**config.mk**
```make
export PLATFORM = sky130hd
export DESIGN_NAME = data_mem_ctrl
export DESIGN_NICKNAME = d
export VERILOG_FILES = /design/src/rtl/data_mem_ctrl.sv
export SDC_FILE = /design/constraint.sdc
export NUM_CORES = 1
export LEC_CHECK = 0
export BUFFER_PORTS_ARGS = -buffer_cell sky130_fd_sc_hd__buf_2
export CELL_PAD_IN_SITES_DETAIL_PLACEMENT = 2
export CELL_PAD_IN_SITES_GLOBAL_PLACEMENT = 2
export CORE_MARGIN = 5
export CORE_UTILIZATION = 28
export CTS_BUF_LIST = sky130_fd_sc_hd__clkbuf_4 sky130_fd_sc_hd__clkbuf_8
export DETAILED_ROUTE_END_ITERATION = 10
export GPL_TIMING_DRIVEN = 0
export MAX_ROUTING_LAYER = met4
export PLACE_DENSITY_LB_ADDON = 0.1
export REMOVE_ABC_BUFFERS = 1
export SLEW_MARGIN = 20
export SYNTH_ARGS = -nofsm -noshare
export SYNTH_HDL_FRONTEND = slang
export SYNTH_SLANG_ARGS = --single-unit
export TNS_END_PERCENT = 100
```
**constraint.sdc**
```tcl
create_clock -name clk -period 2.8 [get_ports clk]
set_input_delay 0.14 -clock clk [delete_from_list [all_inputs] [get_ports clk]]
set_output_delay 0.14 -clock clk [all_outputs]
set_load 0.05 [all_outputs]
```
**src/rtl/data_mem_ctrl.sv**
```systemverilog
// ----------------------------------------------------------------------------
// data_mem_ctrl
//   Load/store unit front end. Takes one memory request at a time from the
//   pipeline, performs a single-cycle access to a byte-lane RAM with
//   combinational read data, and returns an in-order response.
//   Loads return sign- or zero-extended data; stores return zero.
//   Misaligned or reserved-size requests are answered without touching RAM.
//
// Ports
//   clk, rst            : clock, synchronous active-high reset
//   req_valid_i/ready_o : request handshake (ready only while idle)
//   req_op_i            : [3] store, [2] unsigned load, [1:0] size (b/h/w/rsv)
//   req_addr_i          : byte address
//   req_wdata_i         : store data in the low bits
//   req_rd_i            : destination register tag, echoed in the response
//   resp_valid_o/ready_i: response handshake
//   resp_rdata_o        : extended load data (0 for stores and errors)
//   resp_rd_o           : echoed tag
//   resp_ale_o          : address-misaligned flag
//   ram_en_o/we_o/re_o  : RAM strobes, active only during the access cycle
//   ram_addr_o          : word-aligned RAM address
//   ram_sel_o           : byte-lane enables
//   ram_wdata_o         : lane-replicated store data
//   ram_rdata_i         : RAM read data, valid in the same cycle as the address
// ----------------------------------------------------------------------------
module data_mem_ctrl (
  input  logic        clk,
  input  logic        rst,
  input  logic        req_valid_i,
  output logic        req_ready_o,
  input  logic [3:0]  req_op_i,
  input  logic [31:0] req_addr_i,
  input  logic [31:0] req_wdata_i,
  input  logic [4:0]  req_rd_i,
  output logic        resp_valid_o,
  input  logic        resp_ready_i,
  output logic [31:0] resp_rdata_o,
  output logic [4:0]  resp_rd_o,
  output logic        resp_ale_o,
  output logic        ram_en_o,
  output logic        ram_we_o,
  output logic        ram_re_o,
  output logic [31:0] ram_addr_o,
  output logic [3:0]  ram_sel_o,
  output logic [31:0] ram_wdata_o,
  input  logic [31:0] ram_rdata_i
);

  typedef enum logic [1:0] {S_IDLE, S_ACCESS, S_RESP} state_t;

  state_t      r_state;
  state_t      w_next;
  logic [3:0]  r_op;
  logic [31:0] r_addr;
  logic [31:0] r_wdata;
  logic [4:0]  r_rd;
  logic [31:0] r_rdata;
  logic        r_ale;

  logic        w_accept;
  logic        w_reserved;
  logic        w_misal;

  function automatic logic [3:0] f_sel(input logic [1:0] size, input logic [1:0] lo);
    case (size)
      2'b00:   f_sel = 4'b0001 << lo;
      2'b01:   f_sel = 4'b0011 << lo;
      2'b10:   f_sel = 4'b1111;
      default: f_sel = 4'b0000;
    endcase
  endfunction

  function automatic logic [31:0] f_wdata(input logic [1:0] size, input logic [31:0] wd);
    case (size)
      2'b00:   f_wdata = {4{wd[7:0]}};
      2'b01:   f_wdata = {2{wd[15:0]}};
      default: f_wdata = wd;
    endcase
  endfunction

  function automatic logic [31:0] f_load(input logic [2:0] op, input logic [1:0] lo,
                                         input logic [31:0] rdata);
    logic [7:0]  b;
    logic [15:0] h;
    b = rdata[{lo, 3'b000} +: 8];
    h = rdata[{lo[1], 4'b0000} +: 16];
    case (op[1:0])
      2'b00:   f_load = op[2] ? {24'b0, b} : {{24{b[7]}}, b};
      2'b01:   f_load = op[2] ? {16'b0, h} : {{16{h[15]}}, h};
      default: f_load = rdata;
    endcase
  endfunction

  assign w_accept   = req_valid_i & req_ready_o;
  assign w_reserved = (req_op_i[1:0] == 2'b11);
  // Only half and word sizes can be misaligned; reserved sizes never flag ale.
  assign w_misal    = ((req_op_i[1:0] == 2'b01) & req_addr_i[0]) |
                      ((req_op_i[1:0] == 2'b10) & (req_addr_i[1:0] != 2'b00));

  // State register
  always_ff @(posedge clk) begin
    if (rst) r_state <= S_IDLE;
    else     r_state <= w_next;
  end

  // Request / response registers
  always_ff @(posedge clk) begin
    if (rst) begin
      r_op    <= '0;
      r_addr  <= '0;
      r_wdata <= '0;
      r_rd    <= '0;
      r_rdata <= '0;
      r_ale   <= 1'b0;
    end else if (w_accept) begin
      r_op    <= req_op_i;
      r_addr  <= req_addr_i;
      r_wdata <= req_wdata_i;
      r_rd    <= req_rd_i;
      r_rdata <= '0;
      r_ale   <= w_misal;
    end else if (r_state == S_ACCESS && !r_op[3]) begin
      r_rdata <= f_load(r_op[2:0], r_addr[1:0], ram_rdata_i);
    end
  end

  // Next-state logic
  always_comb begin
    w_next = r_state;
    case (r_state)
      S_IDLE:   if (w_accept) w_next = (w_misal | w_reserved) ? S_RESP : S_ACCESS;
      S_ACCESS: w_next = S_RESP;
      S_RESP:   if (resp_ready_i) w_next = S_IDLE;
      default:  w_next = S_IDLE;
    endcase
  end

  // Outputs: everything is forced low while reset is held, which also
  // suppresses a store strobe if reset lands in the access cycle.
  always_comb begin
    req_ready_o  = 1'b0;
    resp_valid_o = 1'b0;
    resp_rdata_o = '0;
    resp_rd_o    = '0;
    resp_ale_o   = 1'b0;
    ram_en_o     = 1'b0;
    ram_we_o     = 1'b0;
    ram_re_o     = 1'b0;
    ram_addr_o   = '0;
    ram_sel_o    = '0;
    ram_wdata_o  = '0;
    if (!rst) begin
      case (r_state)
        S_IDLE: req_ready_o = 1'b1;
        S_ACCESS: begin
          ram_en_o   = 1'b1;
          ram_we_o   = r_op[3];
          ram_re_o   = ~r_op[3];
          ram_addr_o = {r_addr[31:2], 2'b00};
          ram_sel_o  = f_sel(r_op[1:0], r_addr[1:0]);
          if (r_op[3]) ram_wdata_o = f_wdata(r_op[1:0], r_wdata);
        end
        S_RESP: begin
          resp_valid_o = 1'b1;
          resp_rdata_o = r_rdata;
          resp_rd_o    = r_rd;
          resp_ale_o   = r_ale;
        end
        default: ;
      endcase
    end
  end

endmodule

```
==> impl_metrics.csv <==
group,metric,value,unit
status,status,"completed",
setup_path,cp-end-kind,"primary output",
setup_path,path_buf_inv,2,
floorplan,die_width,148.6,um
power,powerDensity,464.1,nW/um2
setup_path,crit_chain,"and2b_1 > nand2b_1 > clkinv_4 > nand2_4 > a21oi_1 > buf_2",
sta,fmax,384.2,MHz
synthesis,async_flop_share,0,
synthesis,netlist.area_leader.share,0.4022,
power,sw_frac_of_total,0.2999,
synthesis,synthTopCellsByArea,"dfxtp_1 (40%), nand2_1 (13%), a21oi_1 (12%), and2_1 (8.0%), mux2i_1 (4.1%)",
routing,drc,0,
floorplan,die-area,22070,um2
routing,drtAntennaViolNets,0,
sta,clock_skew,6.352,ps
floorplan,fp.dieH,148.6,um
setup_path,cpMaxStageDelayCell,"dfxtp_1",
sta,hold_viol,0,
power,intPower,2.502,mW
sta,setup_viol,0,
routing,wl_per_cell,19.14,um
setup_path,crit_fanout,41,
setup_path,required,2660,ps
global_route,grtUsageTotal,0.2202,
routing,drt_first_pass_iters,4,
synthesis,synth.distinct_cells,45,
sta,relSlewSlack,0.3418,
setup_path,r2r-start,"r_addr[1]",
floorplan,num_io_pins,220,
floorplan,rows,50,
clocking,cts_num_sinks,108,
power,p_leak,3.398,nW
floorplan,fp.coreArea,18830,um2
setup_path,setup.worst_path.class,"flip-flop to primary output",
synthesis,yosysSeqAreaShare,0.4022,
clocking,clk_latency,390,ps
clocking,cts_tree,"yes",
sta,rsz0062_at_grt,"no",
clocking,htreeDepth,3,
placed_design,portBuffers,217,
placed_design,place_hpwl,15530,um
placed_design,placed_area,6691,um2
clocking,postCtsSetupRepairBufs,0,
final_layout,drive_gt1_frac,0.2655,
synthesis,ys_seq_elements,108,
final_layout,fin_cells,1244,
setup_path,cp-start-kind,"flip-flop",
power,finalPower,3.574,mW
sta,period_needed,2603,ps
setup_path,rrSetupSlack,390,ps
synthesis,synth_edf_count,0,
setup_path,r2r_end,"r_rdata[31]",
power,vdd_ir_drop_max,324.8,uV
setup_path,arrival,2460,ps
power,power_frac_comb,0.183,
routing,drt-initial-drc-count,212,
min_path,hold_depth,3,
sta,worst_hold_slack,16.12,ps
sta,setup_ws,196.9,ps
synthesis,synth_top_area_cell,"dfxtp_1",
final_layout,seqCellArea,2167,um2
sta,slew_viol_final,0,
synthesis,synth_cells,725,
setup_path,r2r_cells,3,
sta,tightest_slew,986.0,ps
job,cap_viol_max_count,0,
min_path,min_from,"req_wdata_i[22]",
placed_design,numPlacedInstances,1152,
min_path,hold_path_class,"input pin to flip-flop",
synthesis,syn_area,5375,um2
global_route,grtUsageMet2,0.3967,
routing,via_count,6200,
placed_design,place_ws,-485.5,ps
clocking,cts_made_buffers,9,
power,switchingPower,1.072,mW
routing,via_per_inst,4.984,
final_layout,fillers,2219,
min_path,holdPathEnd,"r_wdata[22]",
setup_path,path_delay_family,"simple AND/OR/NAND/NOR gates",
global_route,overflow,0,
final_layout,final_util,0.4090,
power,p_clk_frac,0.343,
global_route,busiest_layer,"met2",
final_layout,final_cell_area,7702,um2
setup_path,crit_cells,6,
global_route,antenna_found_initial,1,
global_route,grt_pass1_wl,37810,um
clocking,cts_buffer_depth,2,
sta,finalCritPeriodShare,0.9297,
synthesis,synth_warnings,0,
global_route,grt_max_degree,59,
setup_path,cpPeakStageDelay,500,ps
floorplan,initial_core_util,0.2854,
placed_design,gp_congestion,0.7510,
global_route,met1_usage,0.2493,
final_layout,multiInputGateArea,2942,um2
synthesis,yosys_most_used_dff,"dfxtp_1",
clocking,ctsRootBufferMaster,"clkbuf_8",
final_layout,nets,1087,
routing,drt_wl_total,23810,um
power,seqPwrFrac,0.474,
sta,setup-tns-final,0,ps
clocking,clk_pin_slew,110,ps
global_route,use_met3,0.04144,
final_layout,syn2layout_area_growth,43.30,%
synthesis,syn_avg_cell_area,7.414,um2
global_route,grt_pass1_vias,6948,
power by group through the flow:
stage / Clock [mW] / Sequential (mW) / Combinational [mW]
3_5_place_dp: 0 / 1.73 / 0.568
6_report: 1.22 / 1.70 / 0.654
3_3_place_gp: 0 / 1.73 / 0.512
4_1_cts: 1.25 / 1.69 / 0.654
5_1_grt: 1.32 / 1.71 / 0.721
2_1_floorplan: 0 / 1.71 / 0.302
worst min-delay path, cell delays in order:
cell     delay (ps)
buf_2           100
nand2_1          60
a21oi_1          70
sequential cells by signal (all words and copies together), names as in the netlist:
register / flops
r_state: 2
r_ale: 1
r_addr: 32
r_wdata: 32
r_rdata: 32
r_rd: 5
r_op: 4
how the worst max path moves through the flow:
| stage | startpoint | endpoint | slack [ps] |
|---|---|---|---|
| after floorplan | r_state[1] | r_rdata[1] | -2160 |
| after global placement | rst | r_rdata[1] | -7180 |
| after detailed placement | rst | ram_wdata_o[11] | -490 |
| after CTS | r_state[0] | ram_wdata_o[11] | 80 |
| after global routing | r_state[0] | ram_wdata_o[11] | 0.2 |
| final | r_state[0] | ram_wdata_o[11] | 200 |
logic make-up (layout without fill, tap and decap cells):
kind of cell,Yosys count,in the layout,share of synthesized area
AND/OR/NAND/NOR,324,324,0.2761
AO/OA/AOI/OAI,201,201,0.2107
flip-flops,108,108,0.4022
buffers and inverters,66,323,0.05935
multiplexers,24,24,0.04935
other,1,3,0.0006977
XOR/XNOR,1,1,0.001630
final cells by class:
class / count / area share
Inverter: 4 / 0.002599
Timing Repair Buffer: 303 / 0.2597
Sequential cell: 108 / 0.2814
Clock inverter: 7 / 0.01576
Clock buffer: 9 / 0.01608
Tap cell: 260 / 0.04224
Multi-Input combinational cell: 552 / 0.3819
Antenna cell: 1 / 0.0003249
cells in the mapped netlist, types with 4 or more instances:
cell and count:
dfxtp_1 108, nor2_1 34, nor2b_1 4, nand2_1 186, a22oi_1 9, and3_1 8
buf_4 11, mux2i_1 22, clkbuf_1 29, a21o_1 4, buf_2 17, o21ai_0 32
nand3_1 4, a221oi_1 4, and2_1 69, nand2b_1 5, a21oi_1 132, nor3_1 4
a22o_1 6
what timing repair did:
item | in CTS | in global routing
gates resized for setup | 4 | 1
hold endpoints to repair | 75 | 0
setup endpoints to repair | 25 | 2
hold buffers | 75 | 0
gates cloned | 0 | 0
placed cells by master, fill, tap and decap left out, drive strengths merged, types with 2 or more instances in the layout:
| cell type | count |
|---|---|
| a211o | 3 |
| a211oi | 2 |
| a21o | 4 |
| a21oi | 134 |
| a221oi | 4 |
| a22o | 6 |
| a22oi | 9 |
| a31o | 2 |
| and2 | 69 |
| and2b | 3 |
| and3 | 8 |
| buf | 228 |
| bufinv | 3 |
| clkbuf | 9 |
| clkinv | 2 |
| conb | 2 |
| dfxtp | 108 |
| dlygate4sd3 | 75 |
| inv | 6 |
| mux2i | 22 |
| mux4 | 2 |
| nand2 | 186 |
| nand2b | 5 |
| nand3 | 4 |
| nor2 | 34 |
| nor2b | 4 |
| nor3 | 4 |
| o21ai | 33 |
| or2 | 2 |
layer usage:
metal | part of all wire | vias to the layer above | routed length (um)
li1 | - | 2925 | -
met1 | 0.40 | 3050 | 9609
met2 | 0.53 | 196 | 12510
met3 | 0.055 | 29 | 1310
met4 | 0.016 | 0 | 379
met5 | 0 | - | 0
No activity file was read; power rests on OpenSTA's default activity.
